### src/rtl/crtc_pkg.sv
// crtc_pkg: shared CRTC register indices, PET power-on values, widths and vertical-state type
package crtc_pkg;
  localparam int R0_H_TOTAL     = 0;
  localparam int R1_H_DISPLAYED = 1;
  localparam int R2_H_SYNC_POS  = 2;
  localparam int R3_SYNC_WIDTH  = 3;
  localparam int R4_V_TOTAL     = 4;
  localparam int R5_V_ADJUST    = 5;
  localparam int R6_V_DISPLAYED = 6;
  localparam int R7_V_SYNC_POS  = 7;
  localparam int R9_MAX_SCAN    = 9;
  localparam int R12_START_HI   = 12;
  localparam int R13_START_LO   = 13;
  localparam int H_W  = 8;
  localparam int V_W  = 7;
  localparam int RA_W = 5;
  localparam int ADJ_W = 5;
  localparam logic [H_W-1:0]  PET_R0 = 8'h31;
  localparam logic [H_W-1:0]  PET_R1 = 8'h28;
  localparam logic [H_W-1:0]  PET_R2 = 8'h29;
  localparam logic [H_W-1:0]  PET_R3 = 8'h0F;
  localparam logic [V_W-1:0]  PET_R4 = 7'h28;
  localparam logic [ADJ_W-1:0] PET_R5 = 5'd5;
  localparam logic [V_W-1:0]  PET_R6 = 7'h19;
  localparam logic [V_W-1:0]  PET_R7 = 7'h21;
  localparam logic [RA_W-1:0] PET_R9 = 5'd7;
  typedef enum logic [0:0] {
    V_ROWS   = 1'b0,
    V_ADJUST = 1'b1
  } vstate_t;
  // a programmed width of 0 stands for the full 16 units
  function automatic logic [4:0] pulse_width(input logic [3:0] w);
    return {w == 4'd0, w};
  endfunction
endpackage

### src/rtl/crtc_sync_pulse.sv
// crtc_sync_pulse: retriggerable sync pulse of 1..16 advance units, registered output
module crtc_sync_pulse
  import crtc_pkg::*;
(
  input  logic       clk,
  input  logic       reset_n,
  input  logic       en,
  input  logic       start,
  input  logic [3:0] width,
  input  logic       adv,
  output logic       pulse
);
  logic [4:0] cnt;
  // cnt holds the units still owed after the current one; a start restarts the count
  always_ff @(posedge clk)
    if (!reset_n) begin
      cnt   <= '0;
      pulse <= 1'b0;
    end else if (en) begin
      pulse <= start || cnt != 5'd0;
      cnt   <= start ? pulse_width(width) - {4'd0, adv} : (adv && cnt != 5'd0) ? cnt - 5'd1 : cnt;
    end
endmodule

### src/rtl/crtc_timing.sv
// crtc_timing: 6845-style CRTC raster timing; define CRTC_TIMING_VADJUST_EN to build the vertical adjust phase
module crtc_timing
  import crtc_pkg::*;
#(
  parameter int MA_WIDTH = 14
) (
  input  logic                clk,
  input  logic                reset_n,
  input  logic                cclk_en,
  input  logic [H_W-1:0]      r0_h_total,
  input  logic [H_W-1:0]      r1_h_displayed,
  input  logic [H_W-1:0]      r2_h_sync_pos,
  input  logic [H_W-1:0]      r3_sync_width,
  input  logic [V_W-1:0]      r4_v_total,
  input  logic [ADJ_W-1:0]    r5_v_adjust,
  input  logic [V_W-1:0]      r6_v_displayed,
  input  logic [V_W-1:0]      r7_v_sync_pos,
  input  logic [RA_W-1:0]     r9_max_scan,
  input  logic [MA_WIDTH-1:0] start_addr,
  output logic                h_sync,
  output logic                v_sync,
  output logic                de,
  output logic                frame_start,
  output logic [MA_WIDTH-1:0] ma,
  output logic [RA_W-1:0]     ra
);
  logic [H_W-1:0]      hc;
  logic [V_W-1:0]      vc;
  logic [RA_W-1:0]     ra_cnt;
  logic [MA_WIDTH-1:0] row_base;
  logic [MA_WIDTH-1:0] ma_next;
  logic                de_next;
  vstate_t             state, state_next;
  logic                line_end, row_end, last_row, frame_end;

  assign line_end = hc >= r0_h_total;
  assign row_end  = state == V_ROWS && line_end && ra_cnt >= r9_max_scan;
  assign last_row = row_end && vc >= r4_v_total;
`ifdef CRTC_TIMING_VADJUST_EN
  assign frame_end = (last_row && r5_v_adjust == '0) ||
                     (state == V_ADJUST && line_end && {1'b0, ra_cnt} + 6'd1 >= {1'b0, r5_v_adjust});
`else
  logic unused_r5;
  assign unused_r5 = ^r5_v_adjust;
  assign frame_end = last_row;
`endif

  // vertical state register
  always_ff @(posedge clk)
    if (!reset_n) state <= V_ROWS;
    else if (cclk_en) state <= state_next;

  // vertical next state: the last character row either hands over to the adjust lines or closes the frame
  always_comb begin
`ifdef CRTC_TIMING_VADJUST_EN
    state_next = frame_end ? V_ROWS : last_row ? V_ADJUST : state;
`else
    state_next = V_ROWS;
`endif
  end

  // raster counters; in the adjust phase ra counts the adjust lines and vc rests on the last row
  always_ff @(posedge clk)
    if (!reset_n) begin
      hc       <= '0;
      vc       <= '0;
      ra_cnt   <= '0;
      row_base <= '0;
    end else if (cclk_en) begin
      hc <= line_end ? '0 : hc + 8'd1;
      if (frame_end) begin
        vc       <= '0;
        ra_cnt   <= '0;
        row_base <= start_addr;
      end else if (row_end) begin
        vc       <= last_row ? vc : vc + 7'd1;
        ra_cnt   <= '0;
        row_base <= row_base + MA_WIDTH'(r1_h_displayed);
      end else if (line_end) begin
        ra_cnt <= ra_cnt + 5'd1;
      end
    end

  // outputs describing the character currently held in the counters
  always_comb begin
    de_next = hc < r1_h_displayed && vc < r6_v_displayed && state == V_ROWS;
    ma_next = row_base + MA_WIDTH'(hc);
  end

  // output register, loaded on the same enabled edge that advances the counters
  always_ff @(posedge clk)
    if (!reset_n) begin
      de          <= 1'b0;
      frame_start <= 1'b0;
      ma          <= '0;
      ra          <= '0;
    end else if (cclk_en) begin
      de          <= de_next;
      frame_start <= frame_end;
      ma          <= ma_next;
      ra          <= ra_cnt;
    end

  crtc_sync_pulse u_hsync (
    .clk    (clk),
    .reset_n(reset_n),
    .en     (cclk_en),
    .start  (hc == r2_h_sync_pos),
    .width  (r3_sync_width[3:0]),
    .adv    (1'b1),
    .pulse  (h_sync)
  );

  crtc_sync_pulse u_vsync (
    .clk    (clk),
    .reset_n(reset_n),
    .en     (cclk_en),
    .start  (hc == '0 && ra_cnt == '0 && vc == r7_v_sync_pos && state == V_ROWS),
    .width  (r3_sync_width[7:4]),
    .adv    (line_end),
    .pulse  (v_sync)
  );
endmodule

### config.mk
export PLATFORM = sky130hd
export DESIGN_NAME = crtc_timing
export DESIGN_NICKNAME = d
export VERILOG_FILES = /design/src/rtl/crtc_pkg.sv /design/src/rtl/crtc_sync_pulse.sv /design/src/rtl/crtc_timing.sv
export SDC_FILE = /design/constraint.sdc
export NUM_CORES = 1
export LEC_CHECK = 0
export CELL_PAD_IN_SITES_DETAIL_PLACEMENT = 1
export CELL_PAD_IN_SITES_GLOBAL_PLACEMENT = 1
export CORE_ASPECT_RATIO = 1.1
export CORE_UTILIZATION = 39
export DETAILED_ROUTE_END_ITERATION = 6
export HOLD_SLACK_MARGIN = 0.15
export PLACE_DENSITY_LB_ADDON = 0.3
export SETUP_SLACK_MARGIN = 0.02
export SLEW_MARGIN = 20
export SYNTH_ARGS = -nofsm -noshare
export SYNTH_HDL_FRONTEND = slang
export SYNTH_SLANG_ARGS = --single-unit
export TNS_END_PERCENT = 50
### constraint.sdc
create_clock -name clk -period 3.5 [get_ports clk]
set_clock_uncertainty 0.1 [all_clocks]
set_input_delay 0.35 -clock clk [delete_from_list [all_inputs] [get_ports clk]]
set_output_delay 0.35 -clock clk [all_outputs]
set_load 0.02 [all_outputs]
# ---- Word-level counts from Yosys, hierarchy flattened
# Index checks and enable logic that the tools add are counted.
dict set report classes {
  n_mux 12
  shifts 0
  n_bitwise 0
  n_reduce_logical 22
  magnitude_cmp 5
  addsub 9
  div 0
  n_eq_ne 2
  mul 0
}
# operator count
set ops {}
lappend ops {{5-bit two-way mux} 7}
lappend ops {{14-bit by 8-bit adder with 14-bit output} 2}
lappend ops {{14-bit two-way mux} 2}
lappend ops {{5-bit by 1-bit subtractor with 5-bit output (second input constant)} 3}
lappend ops {{7-bit two-way mux} 2}
lappend ops {{5-bit nonzero test} 2}
lappend ops {{8-bit by 1-bit adder with 8-bit output (second input constant)} 1}
lappend ops {{8-bit equality test} 1}
lappend ops {{8-bit >= comparator} 1}
lappend ops {{4-bit zero test} 2}
lappend ops {{8-bit zero test} 1}
lappend ops {{8-bit less-than comparator} 1}
lappend ops {{8-bit two-way mux} 1}
lappend ops {{2-bit AND reduction} 4}
lappend ops {{7-bit by 1-bit adder with 7-bit output (second input constant)} 1}
lappend ops {{7-bit equality test} 1}
lappend ops {{7-bit >= comparator} 1}
lappend ops {{7-bit less-than comparator} 1}
lappend ops {{1-bit logical AND} 6}
lappend ops {{2-bit nonzero test} 3}
lappend ops {{5-bit by 1-bit adder with 5-bit output (second input constant)} 1}
lappend ops {{5-bit >= comparator} 1}
lappend ops {{5-bit zero test} 1}
lappend ops {{5-bit by 1-bit subtractor with 5-bit output} 1}
lappend ops {{2 further kinds} 3}
dict set report totals {
  rom_bits 0
  word_cells 62
  latch_bits 0
  mem_bits_rw 0
  reg_bits 67
  mem_count 0
}

# ---- Logic depth before layout (Yosys ltp)
dict set report logic_depth {
  ltp_word 5
  mapped_depth 13
  ltp_nobuf 12
}

# ---- Cells and area by module
# From an unflattened synthesis, not the netlist that was laid out.
dict set report unflattened {
  cells_unflattened 618
  hier_area_um2 5205.0
}
# mod area_each_um2 seq_area_each_um2 cells_per_inst n_inst
set modules_own_cells {}
lappend modules_own_cells {crtc_timing 4301.6 1101.1 520 1}
lappend modules_own_cells {crtc_sync_pulse 451.7 120.1 49 2}

# ---- Least setup slack after synthesis
# No wires, ideal clock.
dict set report synth_path {
  path_kind {reg-to-reg}
  startpoint {register hc[0]}
  endpoint {register u_vsync.cnt[4]}
  path_buffers 1
  arrival_ns 2.534
  required_time_ns 3.313
  slack_ns 0.779
  stages_incl_launch_ff 14
  path_cell_list {dfxtp_1 > inv_1 > ha_1 > nand2b_4 > a2111oi_4 > o21bai_2 > buf_6 > and2_1 > ha_1 > ha_1 > xnor2_1 > nor3_1 > a21oi_1 > o31ai_1}
}
dict set report synth_between {
  elab_chain_len 5
  word_cells_on_any_way 9
  cone_classes {add/sub (1); order compare (1); mux (1); reduce/logical (6)}
}
# item line_no
set synth_lines {}
lappend synth_lines {{from (decl)} crtc_timing.sv:27} ;# logic [H_W-1:0] hc;
lappend synth_lines {{from (signal assigned)} crtc_timing.sv:70} ;# hc <= line_end ? '0 : hc + 8'd1;
lappend synth_lines {{branches (longest 5 deep; another with 8-bit >= comparator)} n/a}
lappend synth_lines {{to (signal assigned)} crtc_sync_pulse.sv:21} ;# cnt <= start ? pulse_width(width) - {4'd0, adv} : (adv && cnt != 5'd0) ? cnt - 5'd1 : cnt;
lappend synth_lines {{to (decl)} crtc_sync_pulse.sv:13} ;# logic [4:0] cnt;
# Several ways; the timed one is not identified.
# A chain may end at the register's enable or synchronous reset.

# ---- Final worst setup path
# Ends and elaborated chain as after synthesis.

==> impl_metrics.toml <==
[run_status]
run_status = "finished, violations left"
violations = "DRC"

[pwr]
intPower_mw = 1.53
comb_power_share_pct = 17.4
peakVddDrop_mv = 0.199
switching_power_mw = 0.555
clkPwrFrac_pct = 43.7
leakagePower_nw = 2.74
p_per_area_nw_per_um2 = 321
p_seq_share_pct = 38.8
swShare_pct = 26.6

[worst_setup_path]
path_max_fanout = 7
rrSetupSlack_ns = 0.55
reg2reg_from = "hc[0]"
crit_arrival_ns = 3.11
reg2reg_depth = 12
rr_endpoint = "u_vsync.cnt[4]"
critical_path_class = "reg -> reg"
end_kind = "flip-flop"
start_kind = "flip-flop"
cp.required_ns = 3.66

[route]
drc = 14
drt_iter0_markers = 151
routedWlPerCell_um = 17.3
viasPerCell = 5.57
drt-pass1-iter-count = 6
drt_wl_total_um = 15100
postRouteAntennaNets = 0
vias = 4846

[timing]
drv_slew = 0
finalSetupViolations = 0
relSlewSlack_pct = 54.7
whs_ns = 0.376
tightestPinTransition_ns = 0.677
min_period_over_period_pct = 84.4
tns_ns = 0
max_freq_ghz = 0.338
fin_crit_ns = 2.95
finalHoldViolCount = 0
grt_setup_unrepaired = "no"

[yosys]
async_flop_share_pct = 0
yosys.area.top_type_share_pct = 26.2
ys_types = 77
synth.avg_cell_area_um2 = 8.31
seq_area_frac_synth_pct = 26.2
synth_area_leader_cell = "dfxtp_1"
synth-main-ff-cell = "dfxtp_1"
yosysWarnings = 0
synth-edff-count = 0
syn-num-nets = 757
synthCells = 616
synth_area_um2 = 5120
ys_ff_latch = 67
synth.area.top_cells = "dfxtp_1, ha_1, xnor2_1, mux2i_1, inv_1"

[cells_and_area]
drive_gt1_share_pct = 6.59
fin_cells = 870
n_fill_cell = 1543
diodes = 0
final_util_pct = 51.2
areaGrowthSynthToFinish_pct = 26.9
seq_area_um2 = 1340
nets = 849
final_area_um2 = 6500
multi_input_area_um2 = 3440

[clock_network]
post-cts-setup-buffers = 0
cts_root_buf = "clkbuf_16"
cts_buffer_depth = 2
h-tree-depth = 3
cts_buffers = 9
worstSkewPairLatency_ns = 0.34
cts_tree = "built"
cts.sinks = 67
cts-resized-gates = 0
cts_hold_buf = 0
path_clk_slew_ns = 0.06

[placement]
place_area_um2 = 6200
io_buffers = 97
place_hpwl_um = 11600
place_inst = 854
place_congestion = 0.795

[grt]
track_usage_pct = 23.0
grt_pass1_vias = 5135
antenna_found_initial = 0
grt_pass1_wl_um = 24800
grt_start_max_net_pins = 39
grt-ovfl-total = 0

[die]
die_h_um = 122
ios = 103
initial_core_util_pct = 40.3
die_w_um = 111
core_area_um2 = 12700
rows = 43
dieArea_um2 = 13600

[min_path]
hp-start = "u_hsync.pulse"
whs_endpoint = "u_hsync.pulse"
min_path_cells = 2
hold_path.class = "reg -> reg"

[flow_run]
maxCapViolCount = 0
==> kinds of logic after synthesis <==
logic type | synth area share, %
AND/OR/NAND/NOR | 20.5
AO/OA/AOI/OAI | 19.6
buffers and inverters | 6.62
flip-flops | 26.2
adder cells (fa/ha/maj) | 15.2
XOR/XNOR | 7.53
multiplexers | 4.35
==> flip-flops by register name, indices dropped and copies added (netlist names) <==
register	flops
ma	14
row_base	14
hc	8
vc	7
ra	5
ra_cnt	5
u_hsync.cnt	5
u_vsync.cnt	5
de	1
frame_start	1
u_hsync.pulse	1
u_vsync.pulse	1
==> how the worst max path moves through the flow <==
stage / depth (start not counted) / slack [ns] / endpoint / start
final: 12 / 0.55 / u_vsync.cnt[4] / hc[0]
after global routing: 12 / 0.37 / u_vsync.cnt[4] / hc[0]
after CTS: 12 / 0.52 / u_vsync.cnt[4] / hc[0]
after detailed placement: 13 / 0.36 / u_vsync.cnt[4] / r0_h_total[6]
after global placement: 12 / 0.43 / u_vsync.cnt[4] / r0_h_total[0]
after floorplan: 13 / 0.78 / u_vsync.cnt[4] / hc[0]
==> through the flow <==
stage                     power, mW  worst slack (ns)
after global placement         1.17             0.435
after floorplan                1.02             0.779
final                          2.08             0.546
after CTS                      2.11             0.521
after global routing           2.17             0.369
after detailed placement       1.19             0.362
==> metal layers <==
metal,GRT usage (%),wire length [um],vias to the layer above
li1,-,-,2384
met1,25.2,6340,2335
met2,44.1,7880,103
met3,2.59,502,24
met4,10.7,351,0
met5,0,0,-
==> cell usage in the layout, fill, tap and decap left out, types with 12 or more instances in the layout <==
cell type and n:
o21ai_0 33, dfxtp_1 67, o21a_1 12, a21oi_1 37, nor2_1 49, xor2_1 13, nand3_1 15, clkdlybuf4s50_1 96
xnor2_1 31, inv_1 52, ha_1 59, mux2i_1 20, nand2_1 46
==> critical path, cell delays in order (launching register included) <==
cell       delay [ns]
dfxtp_1          0.50
inv_1            0.13
ha_1             0.29
nand2b_4         0.15
a2111oi_4        0.38
o21bai_2         0.14
and2_1           0.19
ha_1             0.21
ha_1             0.22
xnor2_1          0.14
nor3_1           0.14
a21oi_1          0.09
o31ai_1          0.20
==> cells in the mapped netlist (2+ instances only) <==
master,n
dfxtp_1,67
ha_1,59
inv_1,52
nor2_1,49
nand2_1,46
a21oi_1,37
o21ai_0,33
xnor2_1,31
mux2i_1,20
nand3_1,15
xor2_1,13
o21a_1,12
a31oi_1,11
nor3_1,11
clkbuf_1,10
nand4_1,10
a21o_1,8
nand2b_1,8
or3_1,8
nand3b_1,7
nor2b_1,6
o31ai_1,6
and2_1,5
buf_6,5
o211ai_1,5
o21ai_1,5
and3_1,4
buf_2,4
nor4b_1,4
a211oi_1,3
buf_1,3
nor3b_1,3
nor4_1,3
a22oi_1,2
a41oi_1,2
and3_4,2
buf_4,2
fa_1,2
nand2b_4,2
o221a_2,2
or2_2,2
or4_1,2
==> cell type report <==
class | instances | share of cell area, %
Tap cell | 157 | 3.02
Clock inverter | 6 | 1.00
Inverter | 53 | 3.06
Multi-Input combinational cell | 472 | 52.9
Timing Repair Buffer | 105 | 15.8
Clock buffer | 10 | 3.52
Sequential cell | 67 | 20.6
==> power by group through the flow <==
stage                     combinational [mW]  clock (mW)  sequential (mW)
final                                  0.364       0.912            0.809
after global routing                   0.403       0.956            0.812
after CTS                              0.367       0.932            0.809
after floorplan                        0.196           0            0.828
after global placement                 0.347           0            0.823
after detailed placement               0.362           0            0.826
Power figures use the tool's default switching activity.
